<file path="src/rtl/alu32_seq_pkg.sv">
// Shared opcode constants and FSM state type for the sequenced 32-bit ALU wrapper.
package alu32_seq_pkg;
   localparam logic [2:0] OP_XOR   = 3'd0;
   localparam logic [2:0] OP_ADD   = 3'd1;
   localparam logic [2:0] OP_AND   = 3'd2;
   localparam logic [2:0] OP_OR    = 3'd3;
   localparam logic [2:0] OP_NOT   = 3'd4;
   localparam logic [2:0] OP_ADD64 = 3'd5;

   typedef enum logic [1:0] {IDLE, EXEC_LO, EXEC_HI, RESP} state_t;

   function automatic logic op_legal(input logic [2:0] op);
      return op <= OP_ADD64;
   endfunction
endpackage

</file>
<file path="src/rtl/alu32_seq_if.sv">
// Request/response handshake bundle between a requester and alu32_seq.
interface alu32_seq_if;
   logic        req_valid;
   logic        req_ready;
   logic [2:0]  req_op;
   logic [63:0] req_a;
   logic [63:0] req_b;
   logic        req_ci;
   logic        rsp_valid;
   logic        rsp_ready;
   logic [63:0] rsp_data;
   logic        rsp_co;
   logic        rsp_err;

   modport master (
      output req_valid, req_op, req_a, req_b, req_ci, rsp_ready,
      input  req_ready, rsp_valid, rsp_data, rsp_co, rsp_err
   );
   modport slave (
      input  req_valid, req_op, req_a, req_b, req_ci, rsp_ready,
      output req_ready, rsp_valid, rsp_data, rsp_co, rsp_err
   );
endinterface

</file>
<file path="src/rtl/alu32_seq.sv">
// Sequences one operation at a time through an external combinational 32-bit ALU;
// ADD64 takes two passes with the low-half carry chained into the high half.
module alu32_seq
   import alu32_seq_pkg::*;
#(
   parameter int ALU_LAT = 1
) (
   input  logic        clk,
   input  logic        rst,
   alu32_seq_if.slave  bus,
   output logic [31:0] alu_in1,
   output logic [31:0] alu_in2,
   output logic        alu_ci,
   output logic [2:0]  alu_a,
   input  logic [31:0] alu_cout,
   input  logic        alu_co
);
   state_t      state;
   logic [2:0]  op_q;
   logic [31:0] a_hi;
   logic [31:0] b_hi;
   logic [3:0]  cnt;
   logic        last;

   assign last = (cnt == 4'(ALU_LAT - 1));

   always_ff @(posedge clk or posedge rst) begin
      if (rst) begin
         state         <= IDLE;
         op_q          <= '0;
         a_hi          <= '0;
         b_hi          <= '0;
         cnt           <= '0;
         bus.req_ready <= 1'b1;
         bus.rsp_valid <= 1'b0;
         bus.rsp_data  <= '0;
         bus.rsp_co    <= 1'b0;
         bus.rsp_err   <= 1'b0;
         alu_in1       <= '0;
         alu_in2       <= '0;
         alu_ci        <= 1'b0;
         alu_a         <= '0;
      end else begin
         case (state)
            IDLE: begin
               // req_ready is high exactly in IDLE, so req_valid alone means accept
               if (bus.req_valid) begin
                  op_q          <= bus.req_op;
                  a_hi          <= bus.req_a[63:32];
                  b_hi          <= bus.req_b[63:32];
                  cnt           <= '0;
                  bus.req_ready <= 1'b0;
                  if (op_legal(bus.req_op)) begin
                     state       <= EXEC_LO;
                     alu_a       <= (bus.req_op == OP_ADD64) ? OP_ADD : bus.req_op;
                     alu_in1     <= bus.req_a[31:0];
                     alu_in2     <= bus.req_b[31:0];
                     alu_ci      <= bus.req_ci;
                     bus.rsp_err <= 1'b0;
                  end else begin
                     state         <= RESP;
                     bus.rsp_valid <= 1'b1;
                     bus.rsp_data  <= '0;
                     bus.rsp_co    <= 1'b0;
                     bus.rsp_err   <= 1'b1;
                  end
               end
            end
            EXEC_LO: begin
               if (last) begin
                  cnt                 <= '0;
                  bus.rsp_data[31:0]  <= alu_cout;
                  if (op_q == OP_ADD64) begin
                     // low-half carry becomes the high pass carry-in
                     state   <= EXEC_HI;
                     alu_a   <= OP_ADD;
                     alu_in1 <= a_hi;
                     alu_in2 <= b_hi;
                     alu_ci  <= alu_co;
                  end else begin
                     state               <= RESP;
                     bus.rsp_valid       <= 1'b1;
                     bus.rsp_data[63:32] <= '0;
                     bus.rsp_co          <= (op_q == OP_ADD) && alu_co;
                     alu_a               <= '0;
                     alu_in1             <= '0;
                     alu_in2             <= '0;
                     alu_ci              <= 1'b0;
                  end
               end else begin
                  cnt <= cnt + 4'd1;
               end
            end
            EXEC_HI: begin
               if (last) begin
                  cnt                 <= '0;
                  state               <= RESP;
                  bus.rsp_valid       <= 1'b1;
                  bus.rsp_data[63:32] <= alu_cout;
                  bus.rsp_co          <= alu_co;
                  alu_a               <= '0;
                  alu_in1             <= '0;
                  alu_in2             <= '0;
                  alu_ci              <= 1'b0;
               end else begin
                  cnt <= cnt + 4'd1;
               end
            end
            RESP: begin
               if (bus.rsp_ready) begin
                  state         <= IDLE;
                  bus.rsp_valid <= 1'b0;
                  bus.req_ready <= 1'b1;
               end
            end
            default: state <= IDLE;
         endcase
      end
   end
endmodule
</file>
<file path="src/flat_wrapper.sv">
// flat-port wrapper written by rule: the top's interface ports become plain ports
module alu32_seq_flat import alu32_seq_pkg::*;
#(
   parameter int ALU_LAT = 1
)
  (clk, rst, alu_in1, alu_in2, alu_ci, alu_a, alu_cout, alu_co, bus_req_valid, bus_req_op, bus_req_a, bus_req_b, bus_req_ci, bus_rsp_ready, bus_req_ready, bus_rsp_valid, bus_rsp_data, bus_rsp_co, bus_rsp_err);
  alu32_seq_if bus_i ();
  input  logic clk;
  input  logic rst;
  output logic [31:0] alu_in1;
  output logic [31:0] alu_in2;
  output logic alu_ci;
  output logic [2:0] alu_a;
  input  logic [31:0] alu_cout;
  input  logic alu_co;
  input wire logic [$bits(bus_i.req_valid)-1:0] bus_req_valid;
  input wire logic [$bits(bus_i.req_op)-1:0] bus_req_op;
  input wire logic [$bits(bus_i.req_a)-1:0] bus_req_a;
  input wire logic [$bits(bus_i.req_b)-1:0] bus_req_b;
  input wire logic [$bits(bus_i.req_ci)-1:0] bus_req_ci;
  input wire logic [$bits(bus_i.rsp_ready)-1:0] bus_rsp_ready;
  output wire logic [$bits(bus_i.req_ready)-1:0] bus_req_ready;
  output wire logic [$bits(bus_i.rsp_valid)-1:0] bus_rsp_valid;
  output wire logic [$bits(bus_i.rsp_data)-1:0] bus_rsp_data;
  output wire logic [$bits(bus_i.rsp_co)-1:0] bus_rsp_co;
  output wire logic [$bits(bus_i.rsp_err)-1:0] bus_rsp_err;
  assign bus_i.req_valid = bus_req_valid;
  assign bus_i.req_op = bus_req_op;
  assign bus_i.req_a = bus_req_a;
  assign bus_i.req_b = bus_req_b;
  assign bus_i.req_ci = bus_req_ci;
  assign bus_i.rsp_ready = bus_rsp_ready;
  assign bus_req_ready = bus_i.req_ready;
  assign bus_rsp_valid = bus_i.rsp_valid;
  assign bus_rsp_data = bus_i.rsp_data;
  assign bus_rsp_co = bus_i.rsp_co;
  assign bus_rsp_err = bus_i.rsp_err;
  alu32_seq #(.ALU_LAT(ALU_LAT)) u_core (.clk(clk), .rst(rst), .bus(bus_i), .alu_in1(alu_in1), .alu_in2(alu_in2), .alu_ci(alu_ci), .alu_a(alu_a), .alu_cout(alu_cout), .alu_co(alu_co));
endmodule
</file>
<file path="config.mk">
export PLATFORM = sky130hd
export DESIGN_NAME = alu32_seq_flat
export DESIGN_NICKNAME = d
export VERILOG_FILES = /design/src/rtl/alu32_seq_pkg.sv /design/src/rtl/alu32_seq_if.sv /design/src/rtl/alu32_seq.sv /design/src/flat_wrapper.sv
export SDC_FILE = /design/constraint.sdc
export NUM_CORES = 1
export LEC_CHECK = 0
export ABC_AREA = 1
export BUFFER_PORTS_ARGS = -buffer_cell sky130_fd_sc_hd__buf_2
export CAP_MARGIN = 10
export CORE_MARGIN = 5
export CORE_UTILIZATION = 50
export CTS_CLUSTER_SIZE = 28
export DETAILED_ROUTE_END_ITERATION = 6
export PLACE_DENSITY_LB_ADDON = 0.1
export SYNTH_ARGS = -nofsm -noshare
export SYNTH_HDL_FRONTEND = slang
export SYNTH_SLANG_ARGS = --single-unit
export TNS_END_PERCENT = 20
</file>
<file path="constraint.sdc">
create_clock -name clk -period 7.3 [get_ports clk]
set_input_delay 0.365 -clock clk [delete_from_list [all_inputs] [get_ports clk]]
set_output_delay 0.365 -clock clk [all_outputs]
set_load 0.02 [all_outputs]
</file>
==> impl_results.md, run 1 <==
* Run status: completed
* Xor and xnor fraction of the mapped netlist area at 0.182%
* Placement row count at 50
* Count of different cell masters after synthesis at 24
* Most common cell in the synthesized netlist: nand2_1
* Clk slew on worst S/H paths at 0.06 ns
* Arrival @ worst endpoint at 3.34 ns
* Layout cell share with drive strength beyond 1 at 24.1%
* Sum of negative setup slack at 0 ns
* Worst Slack Setup Final at 4.34 ns
* Part of the power in combinational logic at 44.9%
* Main combinational cell family by area after synthesis: simple AND/OR/NAND/NOR gates
* Number of I/O pins at 305
* Layout Cell Area excl Fill at 12100 sq um
* Via count of the first global-routing pass at 8706
* Slack of the worst reg-to-reg path at 4.34 ns
* Standard cell area after detailed placement at 11300 sq um
* Yosys warning count at 0
* Number of cells in the design after placement at 1774
* Detail-routed via count per cell at 4.87
* Nature of the critical path endpoint: flip-flop
* Initial DRC Count at 519
* Number of fillers in the final layout at 1727
* Net Sw Power at 2.57 mW
* Total die area at 22200 sq um
* Worst Tran Pin Value at 1.05 ns
* Leading register cell type out of synthesis: dfrtp_1
* Power per cell area at 472 nW/um^2
* Leakage power summed over all cells at 7.42 nW
* Internal Pwr Total at 3.13 mW
* Post-Synthesis Cell Area at 9640 sq um
* Sequential group share of total power at 33.2%
* Nets in the synthesized netlist at 1447
* Hold Path Class: primary input to asynchronous set/reset pin
* Dpl hpwl at 18000 um
* Area growth syn-to-layout at 25.2%
* Antenna Nets Post-Route at 0
* Drt first pass iters at 5
* Number of endpoints failing setup at the final stage at 0
* DRC Markers at 0
* Crit Path Category: flip-flop to flip-flop
* Share of the synthesized area in the top cell type at 54.0%
* Routed wire length at 28000 um
* Port bufs at 304
* Clock Path Buffers at 3
* GRT Residual Overflow at 0
* Number of hold-slack violations in the final timing report at 0
* Final Instance Count excl. Fillers at 1819
* Number of nets in the final layout at 1716
* Effective utilization at floorplan at 51.2%
* Met3 routing resource usage after global routing at 6.08%
* Placeable core region at 18800 sq um
* Global routing usage on met2 at 40.6%
* RSZ-0062 raised after global routing: no
* Synth area leader: dfrtp_1
* Synthesized-area fraction occupied by ao, oa, aoi and oai cells at 1.08%
* Fmax achieved at 0.338 GHz
* Routability Congestion at 0.814
* Launch point of the worst path: u_core.state[0]
* Wire length of the first global-routing pass at 44900 um
* Clock root cell: clkbuf_16
* FF-to-FF path depth at 9
* Min Tclk post-route at 2.96 ns
* Clock power frac at 21.9%
* Slew margin rel. at 30.1%
* Most used standard cells in the synthesized netlist: 783 x nand2_1, 208 x dfrtp_1, 72 x nand3_1
* Share of synthesized area occupied by flip-flops and latches at 54.2%
* Source of the worst register-to-register timing path: u_core.state[0]
* Maximum fanout encountered on the critical timing path at 71
* Hold buffer count at CTS at 0
* R2R Path End: u_core.cnt[2]
* Post-synthesis simple-gate area fraction at 37.5%
* DP Worst Slack at 4.36 ns
* Final worst clock skew at 0.00781 ns
* Met1 Track Usage GR at 33.2%
* Number of synthesized flops with an enable pin at 0
* Share of the clock period used by the worst path at 40.6%
* # resized after CTS at 0
* WP data required at 7.68 ns
* Routed wire per std cell at 15.4 um
* Synthesized area divided by synthesized cell count at 7.59 sq um
* Detailed-route via count at 8865
* Synth area leaders: dfrtp_1 54%, nand2_1 30%, nand3_1 3.7%
* TritonCTS buffer count at 23
* Antenna violations before repair at 7
* Setup crit start kind: flip-flop
* Instance count of the mapped netlist at 1270
* Clock tree from TritonCTS: yes
* Clock net sink count at 209
* Final core area utilization at 64.1%
* H-tree lvl count at 1
* Vert. Die Dim at 149 um
* Clock latency on the worst-skew pair at 0.50 ns
* Switching power share of the total at 45.1%
* Peak ir drop on the vdd network at 0.289 mV
* Share of flip-flops with an asynchronous set or reset after synthesis at 100%
* Layer with the highest usage: met2
* Mux share of post-synthesis cell area at 0%
* Total routing usage reported by global routing at 24.8%
* Number of pins with negative max-slew slack in the final report at 0
* Register bit total from synthesis at 209
* Die boundary width at 149 um
* Number of maximum-capacitance constraint violations at 0
* Number of setup buffers added after CTS at 0
* Synth Area in Adders at 1.04%
* Maximum number of pins on one net before global-route repair at 140
## routing by layer
layer	vias up	part of all wire, %
li1	4392	-
met1	4079	43
met2	316	46
met3	66	8.5
met4	12	2.6
met5	-	0.18
## flip-flops by register name, indices dropped and copies added (netlist names)
signal and count:
u_core.alu_a 3, u_core.bus.rsp_err 1, u_core.alu_in2 32, u_core.cnt 4, u_core.b_hi 32, u_core.a_hi 32
u_core.alu_ci 1, u_core.bus.rsp_valid 1, u_core.alu_in1 32, u_core.bus.rsp_data 64, u_core.bus.rsp_co 1, u_core.state 2
u_core.op_q 3, u_core.bus.req_ready 1
## power groups by stage
stage / Combinational, mW / Clock, mW / Sequential [mW]
2_1_floorplan: 1.50 / 0 / 2.21
3_3_place_gp: 2.53 / 0 / 1.89
3_5_place_dp: 2.57 / 0 / 1.90
4_1_cts: 2.58 / 1.27 / 1.89
5_1_grt: 2.86 / 1.33 / 1.94
6_report: 2.55 / 1.25 / 1.89
## cell usage in the layout, fill, tap and decap left out, drive strengths merged
cell type / n
nand4: 2
dfstp: 1
buf: 317
diode: 4
dfrtp: 208
clkinv: 8
bufinv: 5
nand2: 787
nor2: 8
inv: 57
o21ai: 18
a21oi: 2
nand3b: 32
clkbuf: 28
ha: 8
xor2: 2
nand3: 72
## logic make-up (layout without fill, tap and decap cells)
| family | Yosys count | after routing |
|---|---|---|
| xor+xnor | 2 | 2 |
| compound gates | 20 | 20 |
| buf+inv | 130 | 415 |
| simple gates | 901 | 901 |
| flops | 209 | 209 |
| other cells | 0 | 4 |
| fa+ha+maj | 8 | 8 |
## how the worst max path moves through the flow
stage	depth (start not counted)	slack [ns]	endpoint
floorplan	1	1.23	u_core.a_hi[0]
global placement	9	4.44	u_core.cnt[3]
detailed placement	9	4.36	u_core.cnt[2]
CTS	9	4.37	u_core.cnt[3]
global route	8	3.99	u_core.cnt[2]
finish	9	4.34	u_core.cnt[2]
## worst max-delay path: stages (launching register included)
cell and delay, ns:
dfrtp_1 0.44, inv_1 0.12, ha_2 0.33, buf_4 0.63, inv_2 0.29, buf_4 0.41, o21ai_0 0.33, inv_1 0.11
nand2_1 0.07, o21ai_0 0.07
## per-stage QoR
stage	hold WS [ns]	total power [mW]
after floorplan	0.449	3.71
after global placement	0.448	4.42
after detailed placement	0.454	4.46
after CTS	0.0410	5.73
after global routing	0.0457	6.13
final	0.0528	5.69
## final cells by class
| type | count | area (sq um) | share of cell area (%) |
|---|---|---|---|
| antenna | 4 | 10.0 | 0.0829 |
| multi-input combinational | 931 | 3860 | 32.0 |
| timing repair buffer | 317 | 1620 | 13.4 |
| sequential | 209 | 5230 | 43.3 |
| tap | 260 | 325 | 2.70 |
| clock inverter | 13 | 190 | 1.58 |
| inverter | 57 | 221 | 1.83 |
| clock buffer | 28 | 614 | 5.09 |
(Power assumes the default switching activity.)
==> inputs of run 2 (changes only) <==
--- a/config.mk
+++ b/config.mk
@@ -9,7 +9,7 @@
 export BUFFER_PORTS_ARGS = -buffer_cell sky130_fd_sc_hd__buf_2
 export CAP_MARGIN = 10
 export CORE_MARGIN = 5
-export CORE_UTILIZATION = 50
+export CORE_UTILIZATION = 46
 export CTS_CLUSTER_SIZE = 28
 export DETAILED_ROUTE_END_ITERATION = 6
 export PLACE_DENSITY_LB_ADDON = 0.1
==> constraint.sdc (replaced) <==
create_clock -name clk -period 2.41 [get_ports clk]
set_input_delay 0.1205 -clock clk [delete_from_list [all_inputs] [get_ports clk]]
set_output_delay 0.1205 -clock clk [all_outputs]
set_load 0.02 [all_outputs]
==> impl_results.md, run 2 (synthesized netlist as in run 1, its figures left out) <==
* Final worst clock skew at 0.0145 ns
* Standard cell area after detailed placement at 11400 sq um
* WP depth at 8
* Share of the clock period used by the worst path at 83.4%
* Setup crit start kind: flip-flop
* Part of the power in combinational logic at 47.1%
* Wire length of the first global-routing pass at 51500 um
* Placeable core region at 20800 sq um
* Cell type group with the largest total delay on the critical path: buffers and inverters
* Initial DRC Count at 615
* Layout Cell Area excl Fill at 13900 sq um
* Most frequent cell on the critical path: nand2_1
* TritonCTS buffer count at 24
* Hold Path Class: primary input to flip-flop
* Clk slew on worst S/H paths at 0.06 ns
* Clock net sink count at 209
* Fmax achieved at 0.497 GHz
* Placement row count at 53
* Run status: completed
* Clock latency on the worst-skew pair at 0.51 ns
* Clock Path Buffers at 3
* Switching power share of the total at 45.2%
* Total die area at 24000 sq um
* Worst Tran Pin Value at 0.601 ns
* Maximum number of pins on one net before global-route repair at 71
* Sequence of cells on the critical path: inv_1 > ha_2 > inv_2 > buf_4 > nand2_1 > nand2_1 > nand2_1 > nand2_1
* Detail-routed via count per cell at 4.91
* Launch point of the worst path: u_core.state[1]
* Vert. Die Dim at 155 um
* Largest reg by FF count: u_core.bus.rsp_data
* Drt first pass iters at 5
* Number of buffers and inverters on the critical path at 3
* Detailed-route via count at 9852
* Number of cells in the design after placement at 1797
* Number of maximum-capacitance constraint violations at 0
* # resized after CTS at 0
* Clock root cell: clkbuf_16
* Number of endpoints failing setup at the final stage at 0
* Power per cell area at 1280 nW/um^2
* H-tree lvl count at 1
* Number of hold-slack violations in the final timing report at 0
* Effective utilization at floorplan at 46.3%
* Clock tree from TritonCTS: yes
* Standard cell with the maximum stage delay on the critical path: inv_2
* Routed wire per std cell at 15.9 um
* Biggest cell delay along the critical path at 0.43 ns
* Routability Congestion at 0.881
* Commonest cells after routing, fill and taps aside: 782 x nand2_1, 304 x buf_2, 208 x dfrtp_1
* Nature of the critical path endpoint: flip-flop
* DRC Markers at 0
* Leading cell type in the layout, fill and taps excluded: nand2_1
* Dpl hpwl at 19100 um
* Sequential group share of total power at 32.2%
* Antenna violations before repair at 1
* Area growth syn-to-layout at 44.3%
* Antenna Nets Post-Route at 0
* RSZ-0062 raised after global routing: no
* Final hold slack at 0.0368 ns
* GRT Residual Overflow at 0
* Layout cell share with drive strength beyond 1 at 22.2%
* Hold Path Cell Cnt at 5
* Via count of the first global-routing pass at 9975
* Peak ir drop on the vdd network at 0.676 mV
* Die boundary width at 155 um
* Slew margin rel. at 59.8%
* Source of the worst register-to-register timing path: u_core.state[1]
* Crit Path Category: flip-flop to flip-flop
* Worst Min Path Start: alu_co
* Number of pins with negative max-slew slack in the final report at 0
* Number of setup buffers added after CTS at 0
* Arrival @ worst endpoint at 2.46 ns
* Clock power frac at 20.7%
* Number of I/O pins at 305
* Final Instance Count excl. Fillers at 2008
* Sum of negative setup slack at 0 ns
* FF-to-FF path depth at 8
* Leakage power summed over all cells at 8.19 nW
* Port bufs at 304
* Min Tclk post-route at 2.01 ns
* Number of nets in the final layout at 1891
* Final core area utilization at 66.8%
* WP data required at 2.86 ns
* Net Sw Power at 8.07 mW
* Total routing usage reported by global routing at 26.2%
* Routed wire length at 32000 um
* Flip-flop count of the largest register, all copies and words added at 64
* Maximum fanout encountered on the critical timing path at 27
* Internal Pwr Total at 9.79 mW
==> run 2: timing repair <==
action	CTS	global route
hold buffers	166	0
setup endpoints to repair	0	0
endpoints found under the hold margin	218	0
==> run 2: worst paths after layout <==
check	slack, ns	end
hold reg to reg	0.46	u_core.bus.rsp_data[60]
hold / removal	0.04	u_core.bus.rsp_co
setup reg to reg	0.40	u_core.alu_in1[8]
max in group asynchronous	1.31	u_core.bus.rsp_data[20]
setup / recovery	0.40	u_core.alu_in1[8]
min in group asynchronous	0.24	u_core.alu_in2[12]
==> run 2: cell type report <==
class                   count  area (sq um)
diodes                      1          2.50
well taps                 275           344
clock inverters             7          62.6
clock buffers              37           751
flip-flops and latches    209          5230
multi-input cells         931          3860
repair buffers            491          3450
fillers                  1723          6900
inverters                  57           218
==> run 2: per-layer routing <==
layer | global-route usage [%] | part of all wire (%)
met1 | 34.9 | 42
met3 | 5.26 | 7.4
met4 | 11.8 | 4.2
met2 | 41.6 | 47
met5 | 0 | 0
==> run 2: power by group through the flow <==
stage	clock network (mW)	registers (mW)	logic, mW
floorplan	0	6.69	4.54
global placement	0	5.75	8.08
detailed placement	0	5.74	8.21
CTS	3.77	5.72	8.43
global route	3.91	5.92	9.37
finish	3.69	5.75	8.42
==> run 2: stage by stage <==
step | total power, mW | worst slack (ns)
final | 17.9 | 0.400
after global routing | 19.2 | 0.231
after CTS | 17.9 | 0.407
after detailed placement | 14.0 | 0.409
after global placement | 13.8 | 0.460
after floorplan | 11.2 | -0.424
==> run 2: worst reg2reg max path, stage by stage, from the launching register on <==
cell	delay, ns
dfrtp_1	0.42
inv_1	0.15
ha_2	0.32
inv_2	0.43
buf_4	0.36
nand2_1	0.08
nand2_1	0.08
nand2_1	0.05
nand2_1	0.07
